### config.mk
export PLATFORM = sky130hd
export DESIGN_NAME = calc_ctrl
export DESIGN_NICKNAME = d
export VERILOG_FILES = /design/src/rtl/calc_ctrl.sv
export SDC_FILE = /design/constraint.sdc
export NUM_CORES = 1
export LEC_CHECK = 0
export ABC_AREA = 1
export CAP_MARGIN = 30
export CORE_MARGIN = 2
export CORE_UTILIZATION = 25
export DETAILED_ROUTE_END_ITERATION = 8
export PLACE_DENSITY = 0.39
export SLEW_MARGIN = 20
export SYNTH_ARGS = -nofsm -noshare
export SYNTH_HDL_FRONTEND = slang
export SYNTH_SLANG_ARGS = --single-unit
### constraint.sdc
create_clock -name clock -period 5.4 [get_ports clock]
set_input_delay 1.08 -clock clock [delete_from_list [all_inputs] [get_ports clock]]
set_output_delay 1.08 -clock clock [all_outputs]
set_load 0.01 [all_outputs]
### src/rtl/calc_ctrl.sv
`default_nettype none
// ============================================================================
// Module      : calc_ctrl
// Description : Calculator control FSM. Edge-detects the held key command,
//               sequences entry/accumulator strobes and the multi-cycle ALU.
// Revision    : 1.0 - initial release
// ============================================================================
module calc_ctrl #(
  parameter int MAX_DIGITS  = 8,
  parameter int ALU_TIMEOUT = 64
) (
  input  logic       clock,
  input  logic       reset,
  input  logic [3:0] cmd,
  input  logic       alu_done,
  input  logic       alu_ovf,
  output logic       entry_shift,
  output logic [3:0] entry_digit,
  output logic       entry_clear,
  output logic       acc_load,
  output logic       acc_clear,
  output logic       alu_start,
  output logic [1:0] alu_op,
  output logic       result_load,
  output logic       disp_sel,
  output logic [1:0] status
);

  localparam int c_CW = $clog2(MAX_DIGITS + 1);
  localparam int c_TW = $clog2(ALU_TIMEOUT);
  localparam logic [c_CW-1:0] c_MAX_CNT  = c_CW'(MAX_DIGITS);
  localparam logic [c_TW-1:0] c_TMO_LAST = c_TW'(ALU_TIMEOUT - 1);

  typedef enum logic [2:0] {
    S_EDIT_A = 3'd0,
    S_EDIT_B = 3'd1,
    S_START  = 3'd2,
    S_WAIT   = 3'd3,
    S_RESULT = 3'd4,
    S_ERROR  = 3'd5
  } state_t;

  state_t          r_state, w_state;
  logic [3:0]      r_cmd_q;
  logic [c_CW-1:0] r_cnt, w_cnt;
  logic [c_TW-1:0] r_tmo, w_tmo;
  logic [1:0]      r_op, w_op, r_pend_op, w_pend_op;
  logic            r_chain, w_chain;
  logic            r_shift_pend, w_shift_pend;
  logic [3:0]      r_pend_digit, w_pend_digit;

  logic            r_entry_shift, w_entry_shift;
  logic [3:0]      r_entry_digit, w_entry_digit;
  logic            r_entry_clear, w_entry_clear;
  logic            r_acc_load, w_acc_load;
  logic            r_acc_clear, w_acc_clear;
  logic            r_alu_start, w_alu_start;
  logic [1:0]      r_alu_op, w_alu_op;
  logic            r_result_load, w_result_load;
  logic            r_disp_sel, w_disp_sel;
  logic [1:0]      r_status, w_status;

  // A held key is seen once: only a change to a non-idle code is an event.
  logic       w_event, w_digit, w_opkey, w_clr, w_eq;
  logic [1:0] w_cmd_op;
  assign w_event  = (cmd != r_cmd_q) && (cmd != 4'hF);
  assign w_digit  = w_event && (cmd <= 4'd9);
  assign w_opkey  = w_event && (cmd >= 4'hA) && (cmd <= 4'hC);
  assign w_clr    = w_event && (cmd == 4'hD);
  assign w_eq     = w_event && (cmd == 4'hE);
  assign w_cmd_op = cmd[1:0] + 2'd2;

  always_comb begin
    w_state       = r_state;
    w_cnt         = r_cnt;
    w_tmo         = r_tmo;
    w_op          = r_op;
    w_pend_op     = r_pend_op;
    w_chain       = r_chain;
    w_shift_pend  = r_shift_pend;
    w_pend_digit  = r_pend_digit;
    w_entry_shift = 1'b0;
    w_entry_digit = r_entry_digit;
    w_entry_clear = 1'b0;
    w_acc_load    = 1'b0;
    w_acc_clear   = 1'b0;
    w_alu_start   = 1'b0;
    w_alu_op      = r_alu_op;
    w_result_load = 1'b0;

    if (w_clr) begin
      w_entry_clear = 1'b1;
      w_acc_clear   = 1'b1;
      w_chain       = 1'b0;
      w_cnt         = '0;
      w_tmo         = '0;
      w_shift_pend  = 1'b0;
      w_state       = S_EDIT_A;
    end else begin
      case (r_state)
        S_EDIT_A: begin
          // Digit carried over from RESULT goes in right after its entry_clear.
          if (r_shift_pend) begin
            w_shift_pend  = 1'b0;
            w_entry_shift = 1'b1;
            w_entry_digit = r_pend_digit;
            w_cnt         = r_cnt + 1'b1;
          end else if (w_digit && (r_cnt != c_MAX_CNT)) begin
            w_entry_shift = 1'b1;
            w_entry_digit = cmd;
            w_cnt         = r_cnt + 1'b1;
          end else if (w_opkey) begin
            w_acc_load    = 1'b1;
            w_entry_clear = 1'b1;
            w_op          = w_cmd_op;
            w_cnt         = '0;
            w_state       = S_EDIT_B;
          end
        end
        S_EDIT_B: begin
          if (w_digit && (r_cnt != c_MAX_CNT)) begin
            w_entry_shift = 1'b1;
            w_entry_digit = cmd;
            w_cnt         = r_cnt + 1'b1;
          end else if (w_opkey) begin
            if (r_cnt == '0) begin
              w_op = w_cmd_op;
            end else begin
              w_chain   = 1'b1;
              w_pend_op = w_cmd_op;
              w_state   = S_START;
            end
          end else if (w_eq && (r_cnt != '0)) begin
            w_chain = 1'b0;
            w_state = S_START;
          end
        end
        S_START: begin
          w_alu_start = 1'b1;
          w_alu_op    = r_op;
          w_tmo       = '0;
          w_state     = S_WAIT;
        end
        S_WAIT: begin
          if (alu_done) begin
            if (alu_ovf) begin
              w_state = S_ERROR;
            end else begin
              w_result_load = 1'b1;
              if (r_chain) begin
                w_op          = r_pend_op;
                w_entry_clear = 1'b1;
                w_chain       = 1'b0;
                w_cnt         = '0;
                w_state       = S_EDIT_B;
              end else begin
                w_state = S_RESULT;
              end
            end
          end else if (r_tmo == c_TMO_LAST) begin
            w_state = S_ERROR;
          end else begin
            w_tmo = r_tmo + 1'b1;
          end
        end
        S_RESULT: begin
          if (w_digit) begin
            w_entry_clear = 1'b1;
            w_acc_clear   = 1'b1;
            w_cnt         = '0;
            w_shift_pend  = 1'b1;
            w_pend_digit  = cmd;
            w_state       = S_EDIT_A;
          end else if (w_opkey) begin
            w_op          = w_cmd_op;
            w_entry_clear = 1'b1;
            w_cnt         = '0;
            w_state       = S_EDIT_B;
          end
        end
        default: begin
          w_state = r_state;
        end
      endcase
    end

    case (w_state)
      S_START, S_WAIT: w_status = 2'b01;
      S_RESULT:        w_status = 2'b10;
      S_ERROR:         w_status = 2'b11;
      default:         w_status = 2'b00;
    endcase
    w_disp_sel = (w_state == S_RESULT) || (w_state == S_ERROR);
  end

  always_ff @(posedge clock) begin
    if (reset) begin
      r_state       <= S_EDIT_A;
      r_cmd_q       <= 4'hF;
      r_cnt         <= '0;
      r_tmo         <= '0;
      r_op          <= 2'b00;
      r_pend_op     <= 2'b00;
      r_chain       <= 1'b0;
      r_shift_pend  <= 1'b0;
      r_pend_digit  <= 4'd0;
      r_entry_shift <= 1'b0;
      r_entry_digit <= 4'd0;
      r_entry_clear <= 1'b0;
      r_acc_load    <= 1'b0;
      r_acc_clear   <= 1'b0;
      r_alu_start   <= 1'b0;
      r_alu_op      <= 2'b00;
      r_result_load <= 1'b0;
      r_disp_sel    <= 1'b0;
      r_status      <= 2'b00;
    end else begin
      r_state       <= w_state;
      r_cmd_q       <= cmd;
      r_cnt         <= w_cnt;
      r_tmo         <= w_tmo;
      r_op          <= w_op;
      r_pend_op     <= w_pend_op;
      r_chain       <= w_chain;
      r_shift_pend  <= w_shift_pend;
      r_pend_digit  <= w_pend_digit;
      r_entry_shift <= w_entry_shift;
      r_entry_digit <= w_entry_digit;
      r_entry_clear <= w_entry_clear;
      r_acc_load    <= w_acc_load;
      r_acc_clear   <= w_acc_clear;
      r_alu_start   <= w_alu_start;
      r_alu_op      <= w_alu_op;
      r_result_load <= w_result_load;
      r_disp_sel    <= w_disp_sel;
      r_status      <= w_status;
    end
  end

  assign entry_shift = r_entry_shift;
  assign entry_digit = r_entry_digit;
  assign entry_clear = r_entry_clear;
  assign acc_load    = r_acc_load;
  assign acc_clear   = r_acc_clear;
  assign alu_start   = r_alu_start;
  assign alu_op      = r_alu_op;
  assign result_load = r_result_load;
  assign disp_sel    = r_disp_sel;
  assign status      = r_status;

endmodule
`default_nettype wire

==> impl_metrics.json <==
{
  "outcome": "complete, no violations",
  "setup_violations": 0,
  "critPathRequiredTime_ns": 5.63,
  "synthFlopType": "dfxtp_1",
  "finish.net_count": 344,
  "post_cts_resized": 0,
  "clk_latency_ns": 0.29,
  "placed_area_um2": 2430,
  "path_clk_slew_ns": 0.08,
  "synth_edf_count": 0,
  "grt_first_pass_wirelength_um": 8760,
  "cts_tree": "built",
  "dr.first_iter.drc_count": 89,
  "power_frac_clock": 0.206,
  "p_switching_uw": 403,
  "end_kind": "flop",
  "routabilityCongestion": 0.839,
  "intPower_uw": 609,
  "critPathMostFrequentCell": "nand2_1",
  "syn_area_per_cell_um2": 6.88,
  "grt_pass1_vias": 1845,
  "crit_fanout": 10,
  "nFillCells": 919,
  "drive_gt1_frac": 0.0967,
  "port_buffers": 22,
  "area_growth_pct": 19.0,
  "path_class": "input port to flop",
  "vias_per_cell": 4.39,
  "cp_slowest_stage_delay_ns": 0.67,
  "p_per_area_nw_per_um2": 403,
  "rsz0062_at_grt": "no",
  "postRouteAntennaNets": 0,
  "mostFrequentLayoutCells": "nand2_1 (69), inv_1 (41), dfxtp_1 (41)",
  "h-tree-depth": 2,
  "max_freq_mhz": 326,
  "cts_root_buf": "clkbuf_8",
  "async_reset_ff_frac": 0,
  "finish.instance_area_um2": 2510,
  "syn_inst": 307,
  "ioPinCount": 23,
  "cts_buffers": 5,
  "maxSlewViolCount": 0,
  "p_leak_uw": 0.00109,
  "drtPass1Iterations": 4,
  "cp_num_buf_inv": 3,
  "clock_tree.buffer_depth": 2,
  "worstPathCellList": "clkdlybuf4s50_1 > inv_2 > nand2_1 > nand2_1 > nor2_2 > nand2_2 > nand2_2 > inv_2 > a31oi_1 > nand2_1 > ha_1 > or2_2 > nor2_1",
  "grt_max_degree": 18,
  "drv_cap": 0,
  "finalHoldViolCount": 0,
  "synth_fp_nets": 320,
  "vias": 1913,
  "drcViolationCount": 0,
  "relSlewSlack": 0.667,
  "switching_share": 0.398,
  "netlist_area_um2": 2110,
  "ys_seq_area_frac": 0.389,
  "start_util": 0.257,
  "wl_um": 5040,
  "coreArea_um2": 8220,
  "die_w_um": 95.9,
  "clock_skew_ns": 0.00903,
  "finalPower_uw": 1010,
  "layout_commonest_cell": "nand2_1",
  "cts_setup_buffers": 0,
  "ir_drop_uv": 116,
  "startpoint_type": "input port",
  "ys_ff_latch": 41,
  "worst_slew_pin_slew_ns": 0.498,
  "yosysWarnings": 0,
  "grt-ovfl-total": 0,
  "cts-hold-fix-buffers": 0,
  "pwr-share-comb": 0.417,
  "fin_crit_ns": 3.07,
  "dp_hpwl_um": 3830,
  "die_y_um": 95.9,
  "grt_usage": 0.124,
  "antenna_found_initial": 0,
  "die_area_um2": 9200,
  "crit_family": "simple AND/OR/NAND/NOR gates",
  "cts_sinks": 41,
  "finalSetupTns_ns": 0,
  "post_drt_wl_per_cell_um": 11.6,
  "power_frac_seq": 0.377,
  "antenna_cells": 0,
  "worstPathArrival_ns": 3.30,
  "period_share": 0.569,
  "crit_slowest_cell": "clkdlybuf4s50_1",
  "worstHoldPathType": "flop to flop",
  "ys_types": 33,
  "rows": 33
}
-- kinds of logic (layout without fill, tap and decap cells) --
| group | after synthesis | count (layout) | synth area share |
|---|---|---|---|
| xor gates and xnor gates | 2 | 2 | 0.00830 |
| AOI/OAI and AO/OA | 61 | 61 | 0.162 |
| DFF | 41 | 41 | 0.389 |
| and+or+nand+nor | 144 | 144 | 0.306 |
| buffers and inverters | 54 | 78 | 0.105 |
| adders and majority gates | 5 | 5 | 0.0296 |
-- per-layer routing --
| metal | GRT usage | share of wire |
|---|---|---|
| met4 | 0.0464 | 0.016 |
| met2 | 0.199 | 0.43 |
| met3 | 0.0243 | 0.023 |
| met5 | 0 | 0 |
| met1 | 0.164 | 0.53 |
-- worst register-to-register path, delay by kind of cell, from the launching register on --
kind                     cells  cell delay [ns]
adder cells (fa/ha/maj)      2             0.51
buffers and inverters        1             0.07
flip-flops                   1             0.45
AND/OR/NAND/NOR              8             1.09
-- sequential cells by signal (all words and copies together) (netlist names) --
| register | flops |
|---|---|
| r_cnt | 4 |
| acc_clear | 1 |
| acc_load | 1 |
| r_cmd_q | 4 |
| r_pend_op | 2 |
| r_chain | 1 |
| alu_op | 2 |
| r_tmo | 6 |
| alu_start | 1 |
| status | 1 |
| disp_sel | 1 |
| r_op | 2 |
| entry_digit | 4 |
| result_load | 1 |
| r_pend_digit | 4 |
| r_shift_pend | 1 |
| entry_shift | 1 |
| entry_clear | 1 |
| r_state | 3 |
-- power by group through the flow --
stage / Combinational, uW / Sequential (uW) / Clock, uW
final: 422 / 381 / 208
after global routing: 490 / 388 / 231
after CTS: 428 / 383 / 221
after detailed placement: 425 / 390 / 0
after global placement: 433 / 389 / 0
after floorplan: 294 / 392 / 0
-- synthesized netlist by cell type, types with 3 or more instances --
library cell | n | area (um2)
nand4_1 | 3 | 18.8
a211oi_1 | 3 | 22.5
nor2_2 | 5 | 31.3
nor2_4 | 3 | 33.8
inv_1 | 41 | 154
o21ai_0 | 24 | 120
dfxtp_1 | 41 | 821
ha_1 | 5 | 62.6
nand3_1 | 13 | 65.1
nand2_2 | 5 | 31.3
a21oi_1 | 22 | 110
inv_2 | 8 | 30.0
nand2_1 | 69 | 259
nor3_1 | 5 | 25.0
nor2_1 | 35 | 131
-- per-stage QoR --
| step | instances | setup WS (ns) | hold slack (ns) | utilization |
|---|---|---|---|---|
| 5_1_grt | 436 | 2.12 | 0.466 | 0.306 |
| 6_report | 436 | 2.33 | 0.449 | 0.306 |
| 3_3_place_gp | 429 | 2.07 | 0.438 | 0.295 |
| 4_1_cts | 436 | 2.31 | 0.454 | 0.306 |
| 2_1_floorplan | 307 | 2.76 | 0.425 | - |
| 3_5_place_dp | 429 | 2.02 | 0.441 | 0.295 |
-- area by class of cell --
cell class	count	area (um2)	share of cell area
inverters	49	184	0.0732
clock buffers	7	86.3	0.0344
flip-flops and latches	41	821	0.327
well taps	105	131	0.0523
multi-input cells	212	1070	0.426
repair buffers	22	220	0.0876
-- final timing paths --
kind | start | endpoint | slack (ns) | depth (start not counted)
worst max register to register | r_cnt[0] | status[0] | 3.22 | 11
worst min-delay path | r_pend_digit[1] | r_pend_digit[1] | 0.45 | 2
worst min register to register | r_pend_digit[1] | r_pend_digit[1] | 0.45 | 2
worst max-delay path | cmd[1] | status[0] | 2.33 | 13
Note: power is estimated with default switching activity, not from simulation.
